### config.mk
export PLATFORM = sky130hd
export DESIGN_NAME = logit_frame_requester
export DESIGN_NICKNAME = d
export VERILOG_FILES = /design/src/rtl/nn_result_pkg.sv /design/src/rtl/logit_regfile.sv /design/src/rtl/logit_frame_requester.sv
export SDC_FILE = /design/constraint.sdc
export NUM_CORES = 1
export LEC_CHECK = 0
export ABC_AREA = 1
export CAP_MARGIN = 20
export CORE_ASPECT_RATIO = 2
export CORE_MARGIN = 2
export CORE_UTILIZATION = 35
export CTS_CLUSTER_SIZE = 28
export DETAILED_ROUTE_END_ITERATION = 8
export HOLD_SLACK_MARGIN = 0.02
export PLACE_DENSITY = 0.61
export SYNTH_ARGS = -nofsm -noshare
export SYNTH_HDL_FRONTEND = slang
export SYNTH_SLANG_ARGS = --single-unit
export TNS_END_PERCENT = 1
### constraint.sdc
create_clock -name clk -period 6.1 [get_ports clk]
set_clock_uncertainty 0.2 [all_clocks]
set_input_delay 0.61 -clock clk [delete_from_list [all_inputs] [get_ports clk]]
set_output_delay 0.61 -clock clk [all_outputs]
set_load 0.02 [all_outputs]
### src/rtl/nn_result_pkg.sv
`default_nettype none
// ============================================================================
// Module   : nn_result_pkg
// Brief    : Shared logit-frame sizing, minimum logit value and requester states.
// Revision : 1.0
// ============================================================================
package nn_result_pkg;

    localparam int DEFAULT_WIDTH = 16;
    localparam int DEFAULT_SIZE  = 10;
    localparam int DEFAULT_IDX_W = $clog2(DEFAULT_SIZE);

    localparam logic signed [DEFAULT_WIDTH-1:0] MIN_VAL = {1'b1, {(DEFAULT_WIDTH-1){1'b0}}};

    typedef enum logic [1:0] {
        ST_COLLECT = 2'd0,
        ST_REQ     = 2'd1,
        ST_WAIT    = 2'd2,
        ST_OUT     = 2'd3
    } req_state_t;

endpackage : nn_result_pkg
`default_nettype wire

### src/rtl/logit_regfile.sv
`default_nettype none
// ============================================================================
// Module   : logit_regfile
// Brief    : SIZE x WIDTH write-indexed logit buffer with flat and indexed reads.
// Revision : 1.0
// ============================================================================
module logit_regfile #(
    parameter int WIDTH = 16,
    parameter int SIZE  = 10,
    parameter int IDX_W = 4
) (
    input  logic                    clk,
    input  logic                    rst,
    input  logic                    wr_en,
    input  logic [IDX_W-1:0]        wr_idx,
    input  logic [WIDTH-1:0]        wr_data,
    input  logic [IDX_W-1:0]        rd_idx,
    output logic [WIDTH-1:0]        rd_data,
    output logic [SIZE*WIDTH-1:0]   data_flat
);

    logic [WIDTH-1:0] r_mem [SIZE];

    always_ff @(posedge clk) begin
        if (rst) begin
            for (int k = 0; k < SIZE; k++) begin
                r_mem[k] <= '0;
            end
        end else if (wr_en) begin
            for (int k = 0; k < SIZE; k++) begin
                if (wr_idx == IDX_W'(k)) begin
                    r_mem[k] <= wr_data;
                end
            end
        end
    end

    // Out-of-range indices read as zero.
    always_comb begin
        rd_data = '0;
        for (int k = 0; k < SIZE; k++) begin
            if (rd_idx == IDX_W'(k)) begin
                rd_data = r_mem[k];
            end
        end
    end

    generate
        for (genvar k = 0; k < SIZE; k++) begin : g_flat
            assign data_flat[k*WIDTH +: WIDTH] = r_mem[k];
        end
    endgenerate

endmodule : logit_regfile
`default_nettype wire

### src/rtl/logit_frame_requester.sv
`default_nettype none
// ============================================================================
// Module   : logit_frame_requester
// Brief    : Buffers a logit frame, runs the argmax start/ack/done handshake
//            and offers the winning index and score on a valid/ready port.
// Revision : 1.0
// ============================================================================
module logit_frame_requester
    import nn_result_pkg::*;
#(
    parameter int WIDTH       = DEFAULT_WIDTH,
    parameter int SIZE        = DEFAULT_SIZE,
    parameter int IDX_W       = $clog2(SIZE),
    parameter int ACK_TIMEOUT = 16
) (
    input  logic                    clk,
    input  logic                    rst,
    input  logic                    in_valid,
    output logic                    in_ready,
    input  logic [WIDTH-1:0]        in_data,
    input  logic                    in_last,
    output logic [SIZE*WIDTH-1:0]   data_flat,
    output logic                    am_start,
    input  logic                    am_ack,
    input  logic                    am_done,
    input  logic [IDX_W-1:0]        am_index,
    output logic                    cls_valid,
    input  logic                    cls_ready,
    output logic [IDX_W-1:0]        cls_index,
    output logic [WIDTH-1:0]        cls_score,
    output logic                    err
);

    localparam int               TO_W        = $clog2(ACK_TIMEOUT) + 1;
    localparam logic [IDX_W-1:0] C_LAST_IDX  = IDX_W'(SIZE - 1);
    localparam logic [TO_W-1:0]  C_LAST_TO   = TO_W'(ACK_TIMEOUT - 1);

    req_state_t       r_state;
    req_state_t       w_state_nxt;
    logic [IDX_W-1:0] r_cnt;
    logic [IDX_W-1:0] w_cnt_nxt;
    logic [TO_W-1:0]  r_tcnt;
    logic [TO_W-1:0]  w_tcnt_nxt;
    logic             w_am_start_nxt;
    logic             w_err_nxt;
    logic             w_wr_en;
    logic             w_cls_load;
    logic             w_cls_clear;
    logic [WIDTH-1:0] w_rd_data;

    logit_regfile #(
        .WIDTH (WIDTH),
        .SIZE  (SIZE),
        .IDX_W (IDX_W)
    ) u_regfile (
        .clk       (clk),
        .rst       (rst),
        .wr_en     (w_wr_en),
        .wr_idx    (r_cnt),
        .wr_data   (in_data),
        .rd_idx    (am_index),
        .rd_data   (w_rd_data),
        .data_flat (data_flat)
    );

    assign in_ready = (r_state == ST_COLLECT);

    always_ff @(posedge clk) begin
        if (rst) begin
            r_state <= ST_COLLECT;
        end else begin
            r_state <= w_state_nxt;
        end
    end

    always_comb begin
        w_state_nxt    = r_state;
        w_cnt_nxt      = r_cnt;
        w_tcnt_nxt     = '0;
        w_am_start_nxt = 1'b0;
        w_err_nxt      = 1'b0;
        w_wr_en        = 1'b0;
        w_cls_load     = 1'b0;
        w_cls_clear    = 1'b0;
        case (r_state)
            ST_COLLECT: begin
                if (in_valid) begin
                    w_wr_en = 1'b1;
                    // A full frame is always scanned; a missing in_last is only flagged.
                    if (r_cnt == C_LAST_IDX) begin
                        w_cnt_nxt      = '0;
                        w_am_start_nxt = 1'b1;
                        w_err_nxt      = ~in_last;
                        w_state_nxt    = ST_REQ;
                    end else if (in_last) begin
                        w_cnt_nxt = '0;
                        w_err_nxt = 1'b1;
                    end else begin
                        w_cnt_nxt = r_cnt + 1'b1;
                    end
                end
            end
            ST_REQ: begin
                w_am_start_nxt = 1'b1;
                if (am_ack) begin
                    w_am_start_nxt = 1'b0;
                    w_state_nxt    = ST_WAIT;
                end else if (r_tcnt == C_LAST_TO) begin
                    w_am_start_nxt = 1'b0;
                    w_err_nxt      = 1'b1;
                    w_state_nxt    = ST_COLLECT;
                end else begin
                    w_tcnt_nxt = r_tcnt + 1'b1;
                end
            end
            ST_WAIT: begin
                if (am_done) begin
                    w_cls_load  = 1'b1;
                    w_state_nxt = ST_OUT;
                end
            end
            ST_OUT: begin
                if (cls_ready) begin
                    w_cls_clear = 1'b1;
                    w_state_nxt = ST_COLLECT;
                end
            end
            default: begin
                w_state_nxt = ST_COLLECT;
            end
        endcase
    end

    always_ff @(posedge clk) begin
        if (rst) begin
            r_cnt     <= '0;
            r_tcnt    <= '0;
            am_start  <= 1'b0;
            err       <= 1'b0;
            cls_valid <= 1'b0;
            cls_index <= '0;
            cls_score <= '0;
        end else begin
            r_cnt    <= w_cnt_nxt;
            r_tcnt   <= w_tcnt_nxt;
            am_start <= w_am_start_nxt;
            err      <= w_err_nxt;
            if (w_cls_load) begin
                cls_valid <= 1'b1;
                cls_index <= am_index;
                cls_score <= w_rd_data;
            end else if (w_cls_clear) begin
                cls_valid <= 1'b0;
            end
        end
    end

endmodule : logit_frame_requester
`default_nettype wire

Yosys cells after proc, flatten, opt, wreduce, memory -nomap -nowiden. Memories as Yosys holds them, arrays and structs flattened. Index checks and enable logic that the tools add are counted.

Muxes and demuxes: 89. $add $sub $neg: 2. Reduce and logical (&&, ||, !) cells: 7. Bitwise gates (word level): 12. Equality and inequality tests: 27.

Operators by type and width (number): $mux W16 (20); $mux W1 (58); $eq A4 B3 Y1 const B (8); $eq A4 B2 Y1 const B (4); $eq A4 B4 Y1 const B (4); $mux W2 (6); $or A1 B1 Y1 (10); $eq A4 B1 Y1 const B (2); $logic_not A4 Y1 (2); $mux W4 (2); $pmux W2 S4 (1); $ne A2 B2 Y1 const B (3); $add A5 B1 Y5 const B (1); $eq A5 B4 Y1 const B (1); $reduce_and A5 Y1 (1); $add A4 B1 Y4 const B (1); $eq A2 B2 Y1 const B (2); $pmux W1 S2 (2); $reduce_or A4 Y1 (1); $ne A3 B3 Y1 const B (1); $eq A2 B1 Y1 const B (1); $logic_not A2 Y1 (1); $ne A2 B1 Y1 const B (1); $not A1 Y1 (2); 2 further kinds (2).

Memories kept: 1. Word-level logic and storage cells: 146. Bits of input ports: 27. Bits in writable memories: 160. Bits in registers: 34.

Memory list: u_regfile.r_mem (words 10, width 16, read ports 10, clocked after Yosys merged registers in 0, wr ports 10, RTL line logit_regfile.sv:22) `logic [WIDTH-1:0] r_mem [SIZE];`.

Logic depth before layout (Yosys ltp). Gate-level depths: netlist of run 1.

Depth in word-level cells: 11. Depth in mapped cells: 11.

Cells and area by module. Synthesis of run 1 repeated with hierarchy kept, for this count alone.

Cells, all modules: 891. Area total of the unflattened synthesis: 8525.7 µm².

Modules (own cells, without submodules): logit_regfile (instances 1, cells each 719, area an instance 7154.4 µm², seq. area each 4804.6 µm²); logit_frame_requester (instances 1, cells each 172, area an instance 1371.3 µm², seq. area each 680.7 µm²).

Least setup slack after synthesis of run 1. Ideal clock, no wire load.

Path type: reg2reg. From: reg r_state[0]. To: mem u_regfile.r_mem[0][0], enable pin. Slack: 3301 ps. Clock period less this slack: 2799 ps. Arrival time: 2188 ps. Path buffers: 1. Cell stages (with the launch flop): 5. Setup time: 411 ps. Cell sequence: dfxtp_1 -> nor2_2 -> nand2_2 -> clkbuf_1 -> o21ai_0.

RTL lines: start: declaration (RTL line logit_frame_requester.sv:38) `req_state_t r_state;`; start signal: assignment (RTL line logit_frame_requester.sv:72) `r_state <= w_state_nxt;`; end: declaration (RTL line logit_regfile.sv:22).

==> flow_summary.toml, run 1 <==
[setup_path]
crit_fanout = 25
crit_buf_inv = 3
slowest_delay_ps = 880
cp_top_family = "simple AND/OR/NAND/NOR gates"
reg2reg_from = "r_state[0]"
slowest_stage = "nand4_1"
endpoint_kind = "register"
cp_data_arrival_time_ps = 3050
required_ps = 6160
startpoint_type = "input pin"
reg2reg_depth = 5
r2r_setup_slack_ps = 3460
timing.rr.end = "u_regfile.r_mem[0][32]"
worstSetupPathType = "in -> reg"
worstPathCellList = "clkdlybuf4s50_1 -> buf_4 -> inv_1 -> nand4_1 -> nor2_1"

[drt]
dr.pass1.iters = 6
vias = 6938
routed_via_density = 5.05
drtIter0Drc = 285
post-route-drc-count = 0
antenna_left = 0
wire_per_inst_microns = 20.2
wl_microns = 27800

[floorplan]
die_y_microns = 224
initial_utilization_pct = 35.5
io_pins = 211
die_width_microns = 114
core_area_sq_um = 23800
die_area_sq_um = 25500
rows = 80

[cts]
clkLatencyLatePin_ps = 450
postCtsSetupRepairBufs = 0
path_clk_slew_ps = 70
ctsResizeCount = 0
clockBufferDepth = 2
ctsHoldBuffers = 0
clock_sinks = 194
cts_buffers = 17
root_buffer = "clkbuf_16"
cts_max_level = 4
cts_tree = "done"

[job]
cap_violations = 0

[timing]
fin_crit_ps = 2990
final_max_slew_viol_count = 0
fin_tns_setup_ps = 0
period_share_pct = 49.0
finalSetupViolCount = 0
clock.fmax_mhz = 335
timing.slew.headroom_pct = 38.0
hold_viol = 0
holdWs_ps = 251
tightestPinTransition_ps = 927
rsz0062_at_grt = "false"

[placed_design]
gp_congestion = 0.877
port-buffer-count = 210
dpl.hpwl_microns = 21300

[min_path]
hp-class = "reg -> reg"
hold_end = "r_tcnt[0]"
hp-start = "r_tcnt[0]"
whs_path_depth = 1

[yosys]
syn_avg_cell_area_sq_um = 9.74
synth-seq-cells = 194
async_flop_share_pct = 0
syn_inst = 869
ys.flop_type = "edfxtp_1"
synth.net_count = 902
syn-cell-area_sq_um = 8460
synthDistinctLibCells = 32
ys_seq_area_share_pct = 64.8
synth_edf_count = 160
yosysWarnings = 0

[global_route]
antenna_found_initial = 2
grt_max_degree = 34
track_usage_pct = 21.9
grt_overflow = 0
grt_pass1_vias = 7027
grt_pass1_wl_microns = 40800

[power_and_ir_drop]
irDropWorstVdd_mv = 0.145
p_per_area_nw_per_um2 = 289
p_leak_uw = 0.00441

[cells_and_area]
drive_gt1_share_pct = 5.89
final_nets = 1106
syn_to_final_growth_pct = 34.9
fillCellCount = 2295

[outcome]
outcome = "completed"
==> per-layer routing <==
| layer | up-vias | wire (microns) | global-route usage (%) |
|---|---|---|---|
| li1 | 3300 | - | - |
| met1 | 3331 | 9830 | 22.5 |
| met2 | 246 | 15400 | 40.6 |
| met3 | 61 | 1390 | 4.41 |
| met4 | 0 | 1240 | 12.1 |
| met5 | - | 0 | 0 |
==> cells in the final DEF, fill, tap and decap left out, drive strengths merged <==
master,Yosys,routed
nor2,221,221
clkdlybuf4s50,0,210
edfxtp,160,160
nand2,146,146
inv,60,62
nand3,56,56
a21oi,54,54
dfxtp,34,34
o21ai,31,31
nand4,23,23
clkinv,16,23
clkbuf,18,18
or2,15,15
buf,15,8
ha,6,6
nor3,5,5
clkinvlp,0,3
diode,0,2
nor4,2,2
nor3b,2,2
bufinv,0,2
a211oi,1,1
xor2,1,1
o22ai,1,1
o32ai,1,1
o21bai,1,1
==> where the power goes <==
group / internal [uW] / leakage [uW] / switching [uW]
registers: 1540 / 0.00194 / 73.2
logic: 219 / 0.00220 / 359
clock network: 600 / 0.000271 / 505
total: 2360 / 0.00441 / 936
==> final cells by class <==
| type | instances | area, sq um | share of cell area [%] |
|---|---|---|---|
| antenna | 2 | 5.00 | 0.0438 |
| clock buffer | 18 | 429 | 3.76 |
| clock inverter | 14 | 136 | 1.19 |
| inverter | 76 | 285 | 2.50 |
| multi-input combinational | 566 | 2550 | 22.4 |
| sequential | 194 | 5490 | 48.0 |
| tap | 287 | 359 | 3.15 |
| timing repair buffer | 218 | 2160 | 18.9 |
==> flip-flops by register name, summed over array words and instances (netlist names), named ones only <==
register         cells
r_state              1
cls_index            4
cls_score           16
r_tcnt               5
err                  1
cls_valid            1
r_cnt                4
u_regfile.r_mem    160
am_start             1
==> logic make-up after synthesis <==
| kind of cell | count (synthesis) | share of synthesized area, % |
|---|---|---|
| and+or+nand+nor | 470 | 23.8 |
| xor gates and xnor gates | 1 | 0.103 |
| AOI/OAI and AO/OA | 89 | 5.38 |
| buffers and inverters | 109 | 5.06 |
| adders and majority gates | 6 | 0.887 |
| DFF | 194 | 64.8 |
==> cell usage after synthesis (2+ instances only) <==
library cell	number	area, sq um
nand2_1	142	533
nor2_2	4	25.0
nor3b_1	2	15.0
or2_0	9	56.3
nor2_1	214	803
nand2_2	4	25.0
inv_2	6	22.5
edfxtp_1	160	4800
nor3_1	3	15.0
or2_2	6	37.5
o21ai_0	31	155
ha_1	6	75.1
dfxtp_1	34	681
a21oi_1	54	270
nor2_4	3	33.8
clkinv_1	16	60.1
inv_1	54	203
nand4_1	23	144
nand3_1	55	275
buf_2	14	70.1
clkbuf_1	17	63.8
nor4_1	2	12.5
==> how the worst max path moves through the flow <==
stage               startpoint                     end  slack (ps)  cells past startpoint
finish                     rst  u_regfile.r_mem[0][32]        3110                      5
detailed placement         rst  u_regfile.r_mem[0][91]        2690                      5
floorplan           r_state[0]   u_regfile.r_mem[0][0]        3300                      4
global placement           rst  u_regfile.r_mem[0][38]        2790                      5
global route               rst  u_regfile.r_mem[0][63]        2940                      5
CTS                        rst  u_regfile.r_mem[0][91]        3150                      5
==> per-stage QoR <==
step	total power, uW	setup WS [ps]	utilization [%]	instance area [sq um]	cells
after floorplan	1920	3300	-	8460	869
after global placement	2220	2790	45.5	10800	1341
after detailed placement	2220	2690	45.5	10800	1341
after CTS	3310	3150	47.9	11400	1373
after global routing	3400	2940	47.9	11400	1375
final	3290	3110	47.9	11400	1375
(Power assumes the default switching activity.)
==> run 2: changes to the inputs <==
Settings changed: PLACE_DENSITY 0.61 to 0.63.
Clock period 6.1 ns to 2.59 ns, I/O delays scaled along.
==> flow_summary.toml, run 2 (synthesis gave the netlist of run 1 again) <==
[placed_design]
port-buffer-count = 210
dpl.hpwl_microns = 21800
gp_congestion = 0.947
place_inst = 1365

[setup_path]
reg2reg_from = "r_cnt[0]"
endpoint_kind = "register"
reg2reg_depth = 6
startpoint_type = "register"
required_ps = 2690
crit_fanout = 16
worstSetupPathType = "reg -> reg"
r2r_setup_slack_ps = 420
cp_common_cell = "inv_1"
cp_top_family = "simple AND/OR/NAND/NOR gates"
timing.rr.end = "u_regfile.r_mem[0][138]"
cp_data_arrival_time_ps = 2260
worstPathCellList = "inv_1 -> ha_1 -> inv_1 -> nor4_1 -> nand2_1 -> nor2_1"
crit_buf_inv = 2
slowest_stage = "nand2_1"
slowest_delay_ps = 470

[cells_and_area]
largest_register_ff_count = 160
largestRegisters = "u_regfile.r_mem: 160 flops, cls_score: 16 flops, r_tcnt: 5 flops"
final_nets = 1130
final_cells = 1397
mostFrequentLayoutCell = "nor2_1"
diodes = 0
syn_to_final_growth_pct = 37.7
mostFrequentLayoutCells = "nor2_1 (214), clkdlybuf4s50_1 (210), edfxtp_1 (160)"
drive_gt1_share_pct = 8.20
largest-register = "u_regfile.r_mem"
final_core_util_pct = 48.9

[cts]
cts_tree = "done"
cts_max_level = 4
clock_sinks = 194
clockBufferDepth = 2
cts_buffers = 17
ctsHoldBuffers = 0
path_clk_slew_ps = 80
clkLatencyLatePin_ps = 450
ctsResizeCount = 0
postCtsSetupRepairBufs = 0
root_buffer = "clkbuf_16"

[min_path]
hp-start = "am_ack"
hp-class = "in -> reg"
whs_path_depth = 3

[timing]
timing.slew.headroom_pct = 57.9
fin_tns_setup_ps = 0
hold_viol = 0
tightestPinTransition_ps = 631
rsz0062_at_grt = "false"
fin_crit_ps = 2170
clock.fmax_mhz = 461
period_share_pct = 83.7
finalSetupViolCount = 0
final_max_slew_viol_count = 0

[job]
cap_violations = 0

[global_route]
antenna_found_initial = 0
track_usage_pct = 22.2
grt_pass1_wl_microns = 41600
grt_overflow = 0
grt_max_degree = 26
grt_pass1_vias = 6844

[floorplan]
die_area_sq_um = 25500
die_width_microns = 114
io_pins = 211
die_y_microns = 224
core_area_sq_um = 23800
rows = 80
initial_utilization_pct = 35.5

[drt]
routed_via_density = 5.01
wl_microns = 28000
drtIter0Drc = 424
antenna_left = 0
vias = 6996
post-route-drc-count = 0
dr.pass1.iters = 5
wire_per_inst_microns = 20.0

[outcome]
outcome = "completed"

[power_and_ir_drop]
p_leak_uw = 0.00455
p_per_area_nw_per_um2 = 675
irDropWorstVdd_mv = 0.394
[run 2: worst max-delay path by stage]
stage | start | endpoint | slack [ps] | cells past startpoint
after floorplan | r_state[0] | u_regfile.r_mem[0][0] | -210 | 4
after global placement | am_index[2] | cls_score[3] | 50 | 9
after detailed placement | am_index[2] | cls_score[3] | 60 | 9
after CTS | r_cnt[0] | u_regfile.r_mem[0][138] | 420 | 6
after global routing | r_cnt[0] | u_regfile.r_mem[0][138] | 200 | 6
final | r_cnt[0] | u_regfile.r_mem[0][138] | 420 | 6
[run 2: final cells by class]
class,count,area (sq um)
clock inverters,15,169
well taps,287,359
inverters,76,285
fillers,2228,12200
repair buffers,242,2380
flip-flops and latches,194,5490
multi-input cells,566,2550
clock buffers,17,425
[run 2: metrics by stage]
step,worst slack [ps],hold slack [ps],area (sq um),total power (uW)
after detailed placement,58.1,234,11100,5260
after CTS,416,214,11700,7910
after global routing,201,240,11700,8160
final,423,229,11700,7870
after floorplan,-209,208,8460,4520
after global placement,51.1,231,11100,5250
[run 2: routing by layer]
metal / vias to the layer above / routed length (microns) / track usage (%)
li1: 3356 / - / -
met1: 3307 / 10200 / 25.3
met2: 275 / 15100 / 39.9
met3: 58 / 1510 / 3.90
met4: 0 / 1090 / 10.3
met5: - / 0 / 0
[run 2: power by group]
part	leakage [uW]	internal [uW]	switching, uW
Sequential	0.00194	3620	168
Combinational	0.00233	545	853
Clock	0.000288	1380	1310
Total	0.00455	5550	2330
[run 2: worst min-delay path: stages]
cell,delay (ps)
clkdlybuf4s50_1,420
inv_1,80
o32ai_1,80
